### config.mk
export PLATFORM = sky130hd
export DESIGN_NAME = request_unit
export DESIGN_NICKNAME = d
export VERILOG_FILES = /design/src/rtl/request_unit_pkg.sv /design/src/rtl/request_unit_sat_counter.sv /design/src/rtl/request_unit.sv
export SDC_FILE = /design/constraint.sdc
export NUM_CORES = 1
export LEC_CHECK = 0
export ABC_AREA = 0
export ABC_CLOCK_PERIOD_IN_PS = 2100
export BUFFER_PORTS_ARGS = -buffer_cell sky130_fd_sc_hd__buf_2
export CORE_MARGIN = 8
export CORE_UTILIZATION = 49
export DETAILED_ROUTE_END_ITERATION = 12
export PLACE_DENSITY_LB_ADDON = 0.12
export SETUP_SLACK_MARGIN = 0.5
export SLEW_MARGIN = 20
export SYNTH_ARGS = -nofsm -noshare
export SYNTH_HDL_FRONTEND = slang
export SYNTH_SLANG_ARGS = --single-unit
### constraint.sdc
create_clock -name CLK -period 2.1 [get_ports CLK]
set_input_delay 0.42 -clock CLK [delete_from_list [all_inputs] [get_ports CLK]]
set_output_delay 0.42 -clock CLK [all_outputs]
set_load 0.005 [all_outputs]
### src/rtl/request_unit_pkg.sv
// rtl/request_unit_pkg.sv - shared types for the memory request sequencer
package request_unit_pkg;

   typedef enum logic [1:0] {
      REQ_FETCH,
      REQ_DATA,
      REQ_HALTED
   } reqstate_t;

   function automatic logic mem_op(input logic rd, input logic wr);
      return rd | wr;
   endfunction

endpackage

### src/rtl/request_unit_sat_counter.sv
// rtl/request_unit_sat_counter.sv - up counter that sticks at all-ones, clear has priority
module request_unit_sat_counter #(
   parameter int W = 4
) (
   input  logic         CLK,
   input  logic         RST,
   input  logic         inc,
   input  logic         clr,
   output logic [W-1:0] cnt
);

   logic [W-1:0] cnt_q;
   logic [W-1:0] cnt_d;

   always_comb begin
      cnt_d = cnt_q;
      if (clr) begin
         cnt_d = '0;
      end else if (inc && (cnt_q != {W{1'b1}})) begin
         cnt_d = cnt_q + 1'b1;
      end
   end

   always_ff @(posedge CLK) begin
      if (RST) begin
         cnt_q <= '0;
      end else begin
         cnt_q <= cnt_d;
      end
   end

   assign cnt = cnt_q;

endmodule

### src/rtl/request_unit.sv
// rtl/request_unit.sv - fetch/data request sequencer with sticky halt, watchdog and stall counter
module request_unit #(
   parameter int TIMEOUT_CYCLES = 1024,
   parameter int CNT_W          = 16
) (
   input  logic             CLK,
   input  logic             RST,
   input  logic             ihit,
   input  logic             dhit,
   input  logic             cu_dREN,
   input  logic             cu_dWEN,
   input  logic             cu_Halt,
   output logic             imemREN,
   output logic             dmemREN,
   output logic             dmemWEN,
   output logic             pcEN,
   output logic             halt,
   output logic             timeout,
   output logic [CNT_W-1:0] stall_cnt
);

   import request_unit_pkg::*;

   localparam int                WAIT_W    = $clog2(TIMEOUT_CYCLES) + 1;
   localparam logic [WAIT_W-1:0] WAIT_LAST = WAIT_W'(TIMEOUT_CYCLES - 1);

   reqstate_t   state_q, state_d;
   logic        rd_q, rd_d;
   logic        wr_q, wr_d;
   logic        halt_q, halt_d;
   logic        timeout_q, timeout_d;
   logic        pc_en_raw;
   logic        hit;
   logic        wait_inc;
   logic        wait_clr;
   logic        stall_inc;
   logic [WAIT_W-1:0] wait_cnt;

   always_comb begin
      state_d   = state_q;
      rd_d      = rd_q;
      wr_d      = wr_q;
      halt_d    = halt_q;
      timeout_d = timeout_q;
      pc_en_raw = 1'b0;
      hit       = 1'b0;
      wait_inc  = 1'b0;
      case (state_q)
         REQ_FETCH: begin
            hit = ihit;
            if (ihit) begin
               if (cu_Halt) begin
                  state_d = REQ_HALTED;
                  halt_d  = 1'b1;
               end else if (mem_op(cu_dREN, cu_dWEN)) begin
                  // Read wins when decode flags both directions.
                  state_d = REQ_DATA;
                  rd_d    = cu_dREN;
                  wr_d    = ~cu_dREN;
               end else begin
                  pc_en_raw = 1'b1;
               end
            end else begin
               wait_inc = 1'b1;
            end
         end
         REQ_DATA: begin
            hit = dhit;
            if (dhit) begin
               pc_en_raw = 1'b1;
               state_d   = REQ_FETCH;
               rd_d      = 1'b0;
               wr_d      = 1'b0;
            end else begin
               wait_inc = 1'b1;
            end
         end
         REQ_HALTED: begin
         end
         default: begin
            state_d = REQ_FETCH;
         end
      endcase

      // A hit in the last allowed cycle never reaches here because wait_inc is low.
      if (wait_inc && (wait_cnt == WAIT_LAST)) begin
         state_d   = REQ_HALTED;
         halt_d    = 1'b1;
         timeout_d = 1'b1;
         rd_d      = 1'b0;
         wr_d      = 1'b0;
      end
   end

   always_ff @(posedge CLK) begin
      if (RST) begin
         state_q   <= REQ_FETCH;
         rd_q      <= 1'b0;
         wr_q      <= 1'b0;
         halt_q    <= 1'b0;
         timeout_q <= 1'b0;
      end else begin
         state_q   <= state_d;
         rd_q      <= rd_d;
         wr_q      <= wr_d;
         halt_q    <= halt_d;
         timeout_q <= timeout_d;
      end
   end

   assign wait_clr  = hit | (state_d != state_q);
   assign stall_inc = (state_q != REQ_HALTED) & ~pcEN;

   request_unit_sat_counter #(.W(WAIT_W)) u_wait_cnt (
      .CLK (CLK),
      .RST (RST),
      .inc (wait_inc),
      .clr (wait_clr),
      .cnt (wait_cnt)
   );

   request_unit_sat_counter #(.W(CNT_W)) u_stall_cnt (
      .CLK (CLK),
      .RST (RST),
      .inc (stall_inc),
      .clr (1'b0),
      .cnt (stall_cnt)
   );

   assign pcEN    = pc_en_raw & ~RST;
   assign imemREN = (state_q == REQ_FETCH);
   assign dmemREN = (state_q == REQ_DATA) & rd_q;
   assign dmemWEN = (state_q == REQ_DATA) & wr_q;
   assign halt    = halt_q;
   assign timeout = timeout_q;

endmodule

==> results of run 1 <==
[Yosys cell counts (3+ instances only)]
cell type  number  area, sq um
and4_1          3         26.3
nand4_1         6         37.5
nor4_1          7         43.8
or3_1           4         25.0
o21ai_0         7         35.0
dfxtp_1        33          661
nand2_1        13         48.8
and2_1          4         25.0
xnor2_1        16          140
nor2_1         31          116
clkbuf_1        4         15.0
nand3_1        13         65.1
or4_1           3         22.5
nor3_1         13         65.1
nor2b_1         4         25.0
a21oi_1        12         60.1
[logic make-up after synthesis]
| group | after synthesis |
|---|---|
| adder cells (fa/ha/maj) | 2 |
| AO/OA/AOI/OAI | 29 |
| XOR/XNOR | 17 |
| buffers and inverters | 8 |
| multiplexers | 1 |
| flip-flops | 33 |
| AND/OR/NAND/NOR | 109 |
[power by group through the flow]
stage          Combinational, W  Clock, W  Sequential, W
2_1_floorplan         0.0000995         0       0.000675
3_5_place_dp           0.000140         0       0.000678
5_1_grt                0.000227  0.000409       0.000665
6_report               0.000206  0.000361       0.000662
4_1_cts                0.000162  0.000373       0.000663
3_3_place_gp           0.000136         0       0.000677
[repair_timing]
action | CTS | global route
hold buffers | 0 | 0
setup endpoints to repair | 34 | 35
gates resized for setup | 28 | 29
cloned | 1 | 1
pin swaps | 7 | 20
setup buffers | 4 | 10
[how the worst min path moves through the flow]
stage / endpoint / slack, ns
floorplan: rd_q / 0.45
global placement: timeout / 0.45
detailed placement: timeout / 0.47
CTS: rd_q / 0.38
global route: rd_q / 0.40
finish: rd_q / 0.40
[critical path: stages (launching register included)]
cell and delay (ns):
dfxtp_4 0.38, and4_4 0.22, nand4_1 0.13, or3_4 0.45
or4_1 0.41, a21oi_1 0.13
[final cells by class]
| cell class | count | area, sq um |
|---|---|---|
| multi-input cells | 159 | 1210 |
| fillers | 271 | 865 |
| clock buffers | 7 | 55.1 |
| inverters | 1 | 3.75 |
| flip-flops and latches | 33 | 697 |
| well taps | 46 | 57.6 |
| repair buffers | 53 | 373 |
[layout by cell type, fill, tap and decap left out, types with 2 or more instances in the layout]
cell / n
a211o_1: 2
a21oi_1: 9
a21oi_2: 3
and2_1: 4
and4_1: 2
buf_2: 28
buf_4: 19
buf_6: 4
clkbuf_4: 5
dfxtp_1: 18
dfxtp_2: 8
dfxtp_4: 7
ha_4: 2
nand2_1: 12
nand3_1: 12
nand4_1: 6
nor2_1: 26
nor2_2: 5
nor2b_1: 2
nor2b_4: 2
nor3_1: 7
nor3_2: 6
nor4_4: 6
nor4b_4: 2
o21ai_0: 7
o21ba_2: 2
o31ai_1: 2
or3_1: 3
or4_1: 2
xnor2_1: 16
[layer usage]
layer / share of wire [%] / global-route usage [%]
met5: 0 / 0
met2: 51 / 27.1
met4: 2.8 / 9.09
met3: 4.9 / 4.37
met1: 41 / 17.8
[stage by stage]
| step | util [%] | hold WS (ns) | std cells | setup slack, ns |
|---|---|---|---|---|
| 3_3_place_gp | 60.6 | 0.448 | 276 | 0.108 |
| 5_1_grt | 73.5 | 0.401 | 299 | 0.287 |
| 2_1_floorplan | - | 0.449 | 199 | 0.240 |
| 6_report | 73.5 | 0.401 | 299 | 0.322 |
| 4_1_cts | 67.2 | 0.379 | 288 | 0.302 |
| 3_5_place_dp | 60.6 | 0.466 | 276 | 0.0568 |
[registers in the layout, indices dropped and copies added (netlist names)]
signal / flops
state_q: 2
u_stall_cnt.cnt: 16
timeout: 1
wr_q: 1
rd_q: 1
halt: 1
u_wait_cnt.cnt: 11
==> impl_metrics.toml, run 1 <==
[clocking]
htreeDepth = 2
max-clock-path-buffers = 2
cts_buffers = 5
cts_root_buffer = "clkbuf_4"
clk_pin_slew_ns = 0.10
clk_latency_ns = 0.34
cts_tree = "done"
cts_sinks = 33

[routing]
finalWirelength_microns = 4430
drt-wirelength-per-cell_microns = 14.8
drt-pass1-iter-count = 4
route.antenna.remaining_nets = 0
drc_errors = 0
vias_per_cell = 5.66
vias = 1691
drtIter0Drc = 119

[sta]
worst_slew_pin_slew_ns = 0.498
fmax_mhz = 563
min_period_over_period_pct = 84.7
rsz0062_at_grt = "true"
tns_ns = 0
hold_violations = 0
maxSlewViolCount = 0
setup_viol = 0
maxSlewHeadroom_pct = 66.6
fin_skew_ns = 0.0162
fin_crit_ns = 1.78

[power_and_ir_drop]
p_clk_share_pct = 29.3
p_sw_share_pct = 26.7
power_frac_comb_pct = 16.8
fin_total_pwr_w = 0.00123
internal_power_w = 0.000900
p_seq_share_pct = 53.9
p_sw_w = 0.000329
ir_worst_vdd_v = 0.000475
p_leak_nw = 0.850
power.density_nw_per_um2 = 513

[final_layout]
design_area_sq_um = 2390
area_growth_pct = 46.4
drive_gt1_share_pct = 44.3
fin_nets = 262
diodes = 0

[yosys]
synthArstFlopShare_pct = 0
synth-compound-area-share_pct = 11.1
synthMuxAreaShare_pct = 0.612
ys_seq_elements = 33
synthesis.instances = 199
synth_xor_area_share_pct = 9.10
yosysWarnings = 0
ys.flop_type = "dfxtp_1"
synth_top_family_by_area = "simple AND/OR/NAND/NOR gates"
synth_area_sq_um = 1640
yosysSeqAreaShare_pct = 40.4
synth_edf_count = 0
syn_area_per_cell_sq_um = 8.22
synthesis.nets = 208
synth.distinct_cells = 34
yosys.area_share.simple_pct = 34.8
synthAdderAreaFrac_pct = 1.53

[critical_path]
crit_path_end = "u_stall_cnt.cnt[15]"
cp-start-kind = "register"
required_ns = 2.38
cp-end-kind = "register"
r2r_start = "u_stall_cnt.cnt[5]"
crit_start = "u_stall_cnt.cnt[5]"
r2r_end = "u_stall_cnt.cnt[15]"
worst-path-max-fanout = 8
crit_type = "reg -> reg"
reg2reg_depth = 5
critPathArrivalTime_ns = 2.06
r2r_slack_ns = 0.32

[die]
die_w_microns = 73.8
die_h_microns = 73.8
pin_count = 29
rows = 21
die-area_sq_um = 5440
core_area_sq_um = 3260
initial_core_util_pct = 50.2

[global_routing]
grtUsageTotal_pct = 16.1
grt_pass1_wl_microns = 6750
overflow = 0
antenna_found_initial = 0
grt_max_degree = 19
grt_pass1_vias = 1472

[hold_path]
holdPathStages = 3
hp-class = "in -> reg"
holdCritStartpoint = "cu_dREN"

[place]
hpwl_microns = 2830
placed_area_sq_um = 1980
port_buffers = 28
routabilityCongestion = 0.865

[run]
drv_cap = 0

[outcome]
outcome = "completed"
(Power assumes the default switching activity.)
==> inputs of run 2 (changes only) <==
- ABC_AREA: 0 -> 1
- ABC_CLOCK_PERIOD_IN_PS: 2100 -> 1800
- CORE_UTILIZATION: 49 -> 51
- clock period: 2.1 -> 1.8 ns (I/O delays scaled with it)
==> run 2 against run 1 <==
  * Worst setup slack worse by 0.034 ns
  * Cell area up 21%
  * Flip-flop and latch count did not move
  * Register-to-register slack about the same
  * Largest cell class unchanged
  * First-iteration DRC count fell by 11%
  * Die area increased by 12%
  * Clock power rose by 72%
==> impl_metrics.toml, run 2 <==
[global_routing]
antenna_found_initial = 0
grt_pass1_wl_microns = 8930
grt_pass1_vias = 2050
overflow = 0
grt_max_degree = 19
grtUsageTotal_pct = 17.4

[yosys]
synth_top_area_cell = "dfxtp_1"
synthAdderAreaFrac_pct = 1.27
synth_area_sq_um = 1970
synth_top_area_share_pct = 33.6
synth-compound-area-share_pct = 11.5
synth_area_leaders = "dfxtp_1, nand2_1, nor2_1, inv_1, a21oi_1"
synth_xor_area_share_pct = 7.57
synth_edf_count = 0
syn_area_per_cell_sq_um = 6.95
yosys.area_share.simple_pct = 37.4
synthesis.instances = 283
synth_top_family_by_area = "simple AND/OR/NAND/NOR gates"
yosysMostFrequentCell = "nand2_1"
synth_commonest_cells = "nand2_1, dfxtp_1, nor2_1"
yosysWarnings = 0
synth.distinct_cells = 24
synthArstFlopShare_pct = 0
ys_seq_elements = 33
yosysSeqAreaShare_pct = 33.6
ys.flop_type = "dfxtp_1"
synthesis.nets = 292
synthMuxAreaShare_pct = 0

[clocking]
max-clock-path-buffers = 2
clk_pin_slew_ns = 0.07
cts_tree = "done"
postCtsHoldBufs = 0
htreeDepth = 2
cts_buffers = 5
cts_root_buffer = "clkbuf_8"
cts_sinks = 33
clk_latency_ns = 0.28

[final_layout]
final_common_cell = "nand2_1"
diodes = 0
drive_gt1_share_pct = 53.9
mostFrequentLayoutCells = "nand2_1, nand2_2, buf_2, nor2_1, a21oi_2"
design_area_sq_um = 2890
fin_nets = 351
area_growth_pct = 47.0
largest_reg_flops = 16

[critical_path]
worstPathCellList = "inv_4 > nor2_4 > buf_6 > inv_2 > nor2_1 > buf_2"
crit_start = "state_q[0]"
r2r_end = "u_stall_cnt.cnt[8]"
reg2reg_depth = 7
timing.critical_path.slowest_stage_cell = "dfxtp_4"
critPathArrivalTime_ns = 1.15
crit_type = "reg -> out"
r2r_start = "u_stall_cnt.cnt[0]"
cp-start-kind = "register"
critPathMaxStageDelay_ns = 0.38
required_ns = 1.44
worst-path-max-fanout = 4
r2r_slack_ns = 0.31
cp-end-kind = "output pin"
crit_path_end = "dmemWEN"

[die]
initial_core_util_pct = 53.3
core_area_sq_um = 3690
die-area_sq_um = 6100
die_w_microns = 78.1
pin_count = 29
rows = 22
die_h_microns = 78.1

[sta]
setup_viol = 0
fin_skew_ns = 0.00891
min_period_over_period_pct = 84.0
tns_ns = 0
fin_hold_ws_ns = 0.421
maxSlewHeadroom_pct = 74.1
worst_slew_pin_slew_ns = 0.385
fin_crit_ns = 1.51
maxSlewViolCount = 0
hold_violations = 0
rsz0062_at_grt = "true"
fmax_mhz = 661

[hold_path]
hp-class = "in -> reg"
holdCritStartpoint = "RST"

[power_and_ir_drop]
fin_total_pwr_w = 0.00176
internal_power_w = 0.00125
p_sw_share_pct = 29.1
power.density_nw_per_um2 = 608
p_clk_share_pct = 35.4
p_seq_share_pct = 43.7
power_frac_comb_pct = 20.9
p_sw_w = 0.000511
ir_worst_vdd_v = 0.000379
p_leak_nw = 1.17

[outcome]
outcome = "completed"

[routing]
drt-pass1-iter-count = 4
drc_errors = 0
drt-wirelength-per-cell_microns = 14.6
finalWirelength_microns = 5720
vias = 2048
vias_per_cell = 5.24
drtIter0Drc = 106
route.antenna.remaining_nets = 0

[place]
routabilityCongestion = 0.825
port_buffers = 28
hpwl_microns = 3190
placed_area_sq_um = 2190

[run]
drv_cap = 0
-- run 2: what timing repair did --
action / 4_1_cts / 5_1_grt
gates resized for setup: 64 / 49
gates cloned: 2 / 0
pin swaps: 50 / 20
setup buffers: 22 / 5
setup endpoints to repair: 32 / 39
-- run 2: cell type report --
type	count	area, sq um
well taps	48	60.1
fillers	255	798
repair buffers	57	414
clock buffers	7	96.3
multi-input cells	218	1490
inverters	27	111
clock inverters	1	5.00
flip-flops and latches	33	709
-- run 2: power by group through the flow --
| stage | clock (W) | sequential (W) | combinational, W |
|---|---|---|---|
| final | 0.000621 | 0.000769 | 0.000367 |
| after global routing | 0.000662 | 0.000772 | 0.000397 |
| after CTS | 0.000626 | 0.000773 | 0.000300 |
| after detailed placement | 0 | 0.000796 | 0.000183 |
| after global placement | 0 | 0.000795 | 0.000181 |
| after floorplan | 0 | 0.000790 | 0.000158 |
-- run 2: logic make-up after synthesis --
logic type,count (synthesis)
xor+xnor,17
flops,33
fa+ha+maj,2
buf+inv,34
simple gates,160
compound gates,37
-- run 2: routing by layer --
| metal | up-vias | track usage (%) | wire [microns] |
|---|---|---|---|
| met2 | 53 | 30.6 | 2990 |
| met5 | - | 0 | 0 |
| met3 | 10 | 3.99 | 257 |
| li1 | 1029 | - | - |
| met1 | 956 | 19.7 | 2380 |
| met4 | 0 | 7.22 | 87 |
-- run 2: worst min-delay path by stage --
stage                               end  slack (ns)  cells after the start
finish              u_stall_cnt.cnt[12]        0.42                      4
global route        u_stall_cnt.cnt[12]        0.44                      4
CTS                 u_stall_cnt.cnt[12]        0.38                      4
detailed placement              timeout        0.44                      2
global placement                   halt        0.44                      2
floorplan                          halt        0.45                      2
-- run 2: critical path, delay by kind of cell (launching register included) --
family / cells / cell delay [ns]
simple gates: 2 / 0.18
flops: 1 / 0.38
buf+inv: 4 / 0.32
-- run 2: per-stage QoR --
step / worst slack (ns) / util [%] / cells
CTS: 0.283 / 72.5 / 386
global route: 0.233 / 78.4 / 391
detailed placement: -0.00348 / 59.3 / 354
finish: 0.288 / 78.4 / 391
floorplan: 0.469 / - / 283
global placement: 0.0570 / 59.3 / 354
==> inputs of run 3 (changes only) <==
- ABC_CLOCK_PERIOD_IN_PS: 1800 -> 1600
- clock period: 1.8 -> 1.6 ns (I/O delays scaled with it)
==> run 3 against run 2 <==
  * Largest power group unchanged
  * Combinational power up 42%
  * Critical endpoint is now wr_q
  * Cell count is 10% higher
  * Critical path depth grew 6
  * The run now ends with setup timing left
  * Sequential power rose by 13%
  * Sequential share of layout area fell by 3.4 points
==> impl_metrics.toml, run 3 (synthesis gave the netlist of run 2 again) <==
[outcome]
outcome = "complete, but fails checks"
violations = "setup timing"

[sta]
maxSlewHeadroom_pct = 78.0
fmax_mhz = 597
rsz0062_at_grt = "true"
worst_slew_pin_slew_ns = 0.330
worst_slack_ns = -0.0739
setup_viol = 4
hold_violations = 0
min_period_over_period_pct = 105
fin_crit_ns = 1.67
maxSlewViolCount = 0
fin_skew_ns = 0.00418

[final_layout]
fin_nets = 391
mostFrequentLayoutCells = "nand2_1, buf_6, buf_4, nand2_2, nor2_1"
area_growth_pct = 72.9
drive_gt1_share_pct = 60.6
stdcell_count = 431
design_area_sq_um = 3400
final_common_cell = "nand2_1"
diodes = 0
largest_reg_flops = 16

[place]
hpwl_microns = 3340
port_buffers = 28
dp_slack_ns = -0.0834
placed_area_sq_um = 2370
place_inst = 372
routabilityCongestion = 0.810

[critical_path]
cp-start-kind = "register"
r2r_start = "state_q[0]"
critPathArrivalTime_ns = 1.87
worst-path-max-fanout = 5
required_ns = 1.80
cp-end-kind = "register"
crit_start = "state_q[0]"
crit_type = "reg -> reg"

[clocking]
htreeDepth = 2
max-clock-path-buffers = 2
clk_pin_slew_ns = 0.07
cts_tree = "done"
cts_root_buffer = "clkbuf_8"
cts_buffers = 5
clk_latency_ns = 0.30
cts_sinks = 33
postCtsHoldBufs = 0

[global_routing]
busiest_layer = "met2"
grtUsageMet3_pct = 5.01
grt_pass1_wl_microns = 10500
overflow = 0
antenna_found_initial = 0
grt_max_degree = 19
grtUsageTotal_pct = 20.9
use_met1_pct = 22.2
grt_pass1_vias = 2361
grtUsageMet2_pct = 38.1

[routing]
drtIter0Drc = 284
route.antenna.remaining_nets = 0
vias = 2595
drt-wirelength-per-cell_microns = 20.9
drt-pass1-iter-count = 6
vias_per_cell = 6.02
finalWirelength_microns = 9020
drc_errors = 0

[power_and_ir_drop]
p_leak_nw = 1.43
ir_worst_vdd_v = 0.000642
power.density_nw_per_um2 = 618

[die]
initial_core_util_pct = 53.3
pin_count = 29
die_h_microns = 78.1
die_w_microns = 78.1
core_area_sq_um = 3690
die-area_sq_um = 6100
rows = 22

[run]
drv_cap = 0

[hold_path]
hp-class = "in -> reg"
holdCritStartpoint = "RST"
[run 3: cell types whose count changed in the layout (fill, tap and decap cells not counted), moves of 3 or more]
| cell | previous run | this run |
|---|---|---|
| a21oi_1 | 6 | 3 |
| buf_2 | 27 | 10 |
| buf_4 | 18 | 39 |
| buf_6 | 11 | 45 |
| dfxtp_1 | 12 | 8 |
| nor2_4 | 9 | 6 |
| o21ai_0 | 6 | 1 |
| o21ai_2 | 0 | 3 |
[run 3: final timing paths]
kind	slack, ns	endpoint	cells past startpoint
worst max-delay path	-0.07	wr_q	12
worst min-delay path	0.36	u_stall_cnt.cnt[12]	4
worst max register to register	-0.07	wr_q	12
worst min register to register	0.50	halt	2
[run 3: metal layers]
| layer | vias up | wire, microns |
|---|---|---|
| li1 | 1104 | - |
| met1 | 1230 | 3310 |
| met2 | 200 | 4470 |
| met3 | 61 | 658 |
| met4 | 0 | 573 |
| met5 | - | 0 |
[run 3: worst max-delay path, stage by stage (launching register included)]
cell     delay [ns]
dfxtp_4        0.37
inv_4          0.07
nor2_4         0.04
buf_4          0.13
buf_6          0.11
buf_6          0.11
nand2_4        0.08
nand2_8        0.08
buf_6          0.13
a21oi_4        0.17
o21ai_1        0.12
o21ai_1        0.10
nor2_1         0.05
[run 3: final cells by class]
cell class,count,area [sq um]
flip-flops and latches,33,719
fillers,137,290
inverters,27,106
repair buffers,96,890
multi-input cells,219,1530
well taps,48,60.1
clock buffers,8,90.1
[run 3: repair_timing]
item / in CTS / in global routing
gates resized for setup: 94 / 47
hold endpoints to repair: 0 / 0
cloned: 3 / 0
pin swaps: 43 / 24
setup buffers: 33 / 15
endpoints found under the setup margin: 53 / 53
[run 3: power breakdown]
part           switching [W]  leakage (nW)  internal, W  total, W
Sequential         0.0000300         0.283     0.000836  0.000866
Clock               0.000360        0.0455     0.000352  0.000712
Combinational       0.000287          1.10     0.000235  0.000522
Total               0.000678          1.43      0.00142   0.00210
[run 3: through the flow]
step / power [W] / TNS [ns] / hold WS, ns / utilization [%]
6_report: 0.00210 / -0.157 / 0.365 / 92.1
5_1_grt: 0.00216 / -0.564 / 0.366 / 92.1
4_1_cts: 0.00194 / 0 / 0.332 / 83.6
3_5_place_dp: 0.00113 / -0.722 / 0.441 / 64.3
3_3_place_gp: 0.00112 / -0.418 / 0.436 / 64.3
2_1_floorplan: 0.00108 / 0 / 0.447 / -
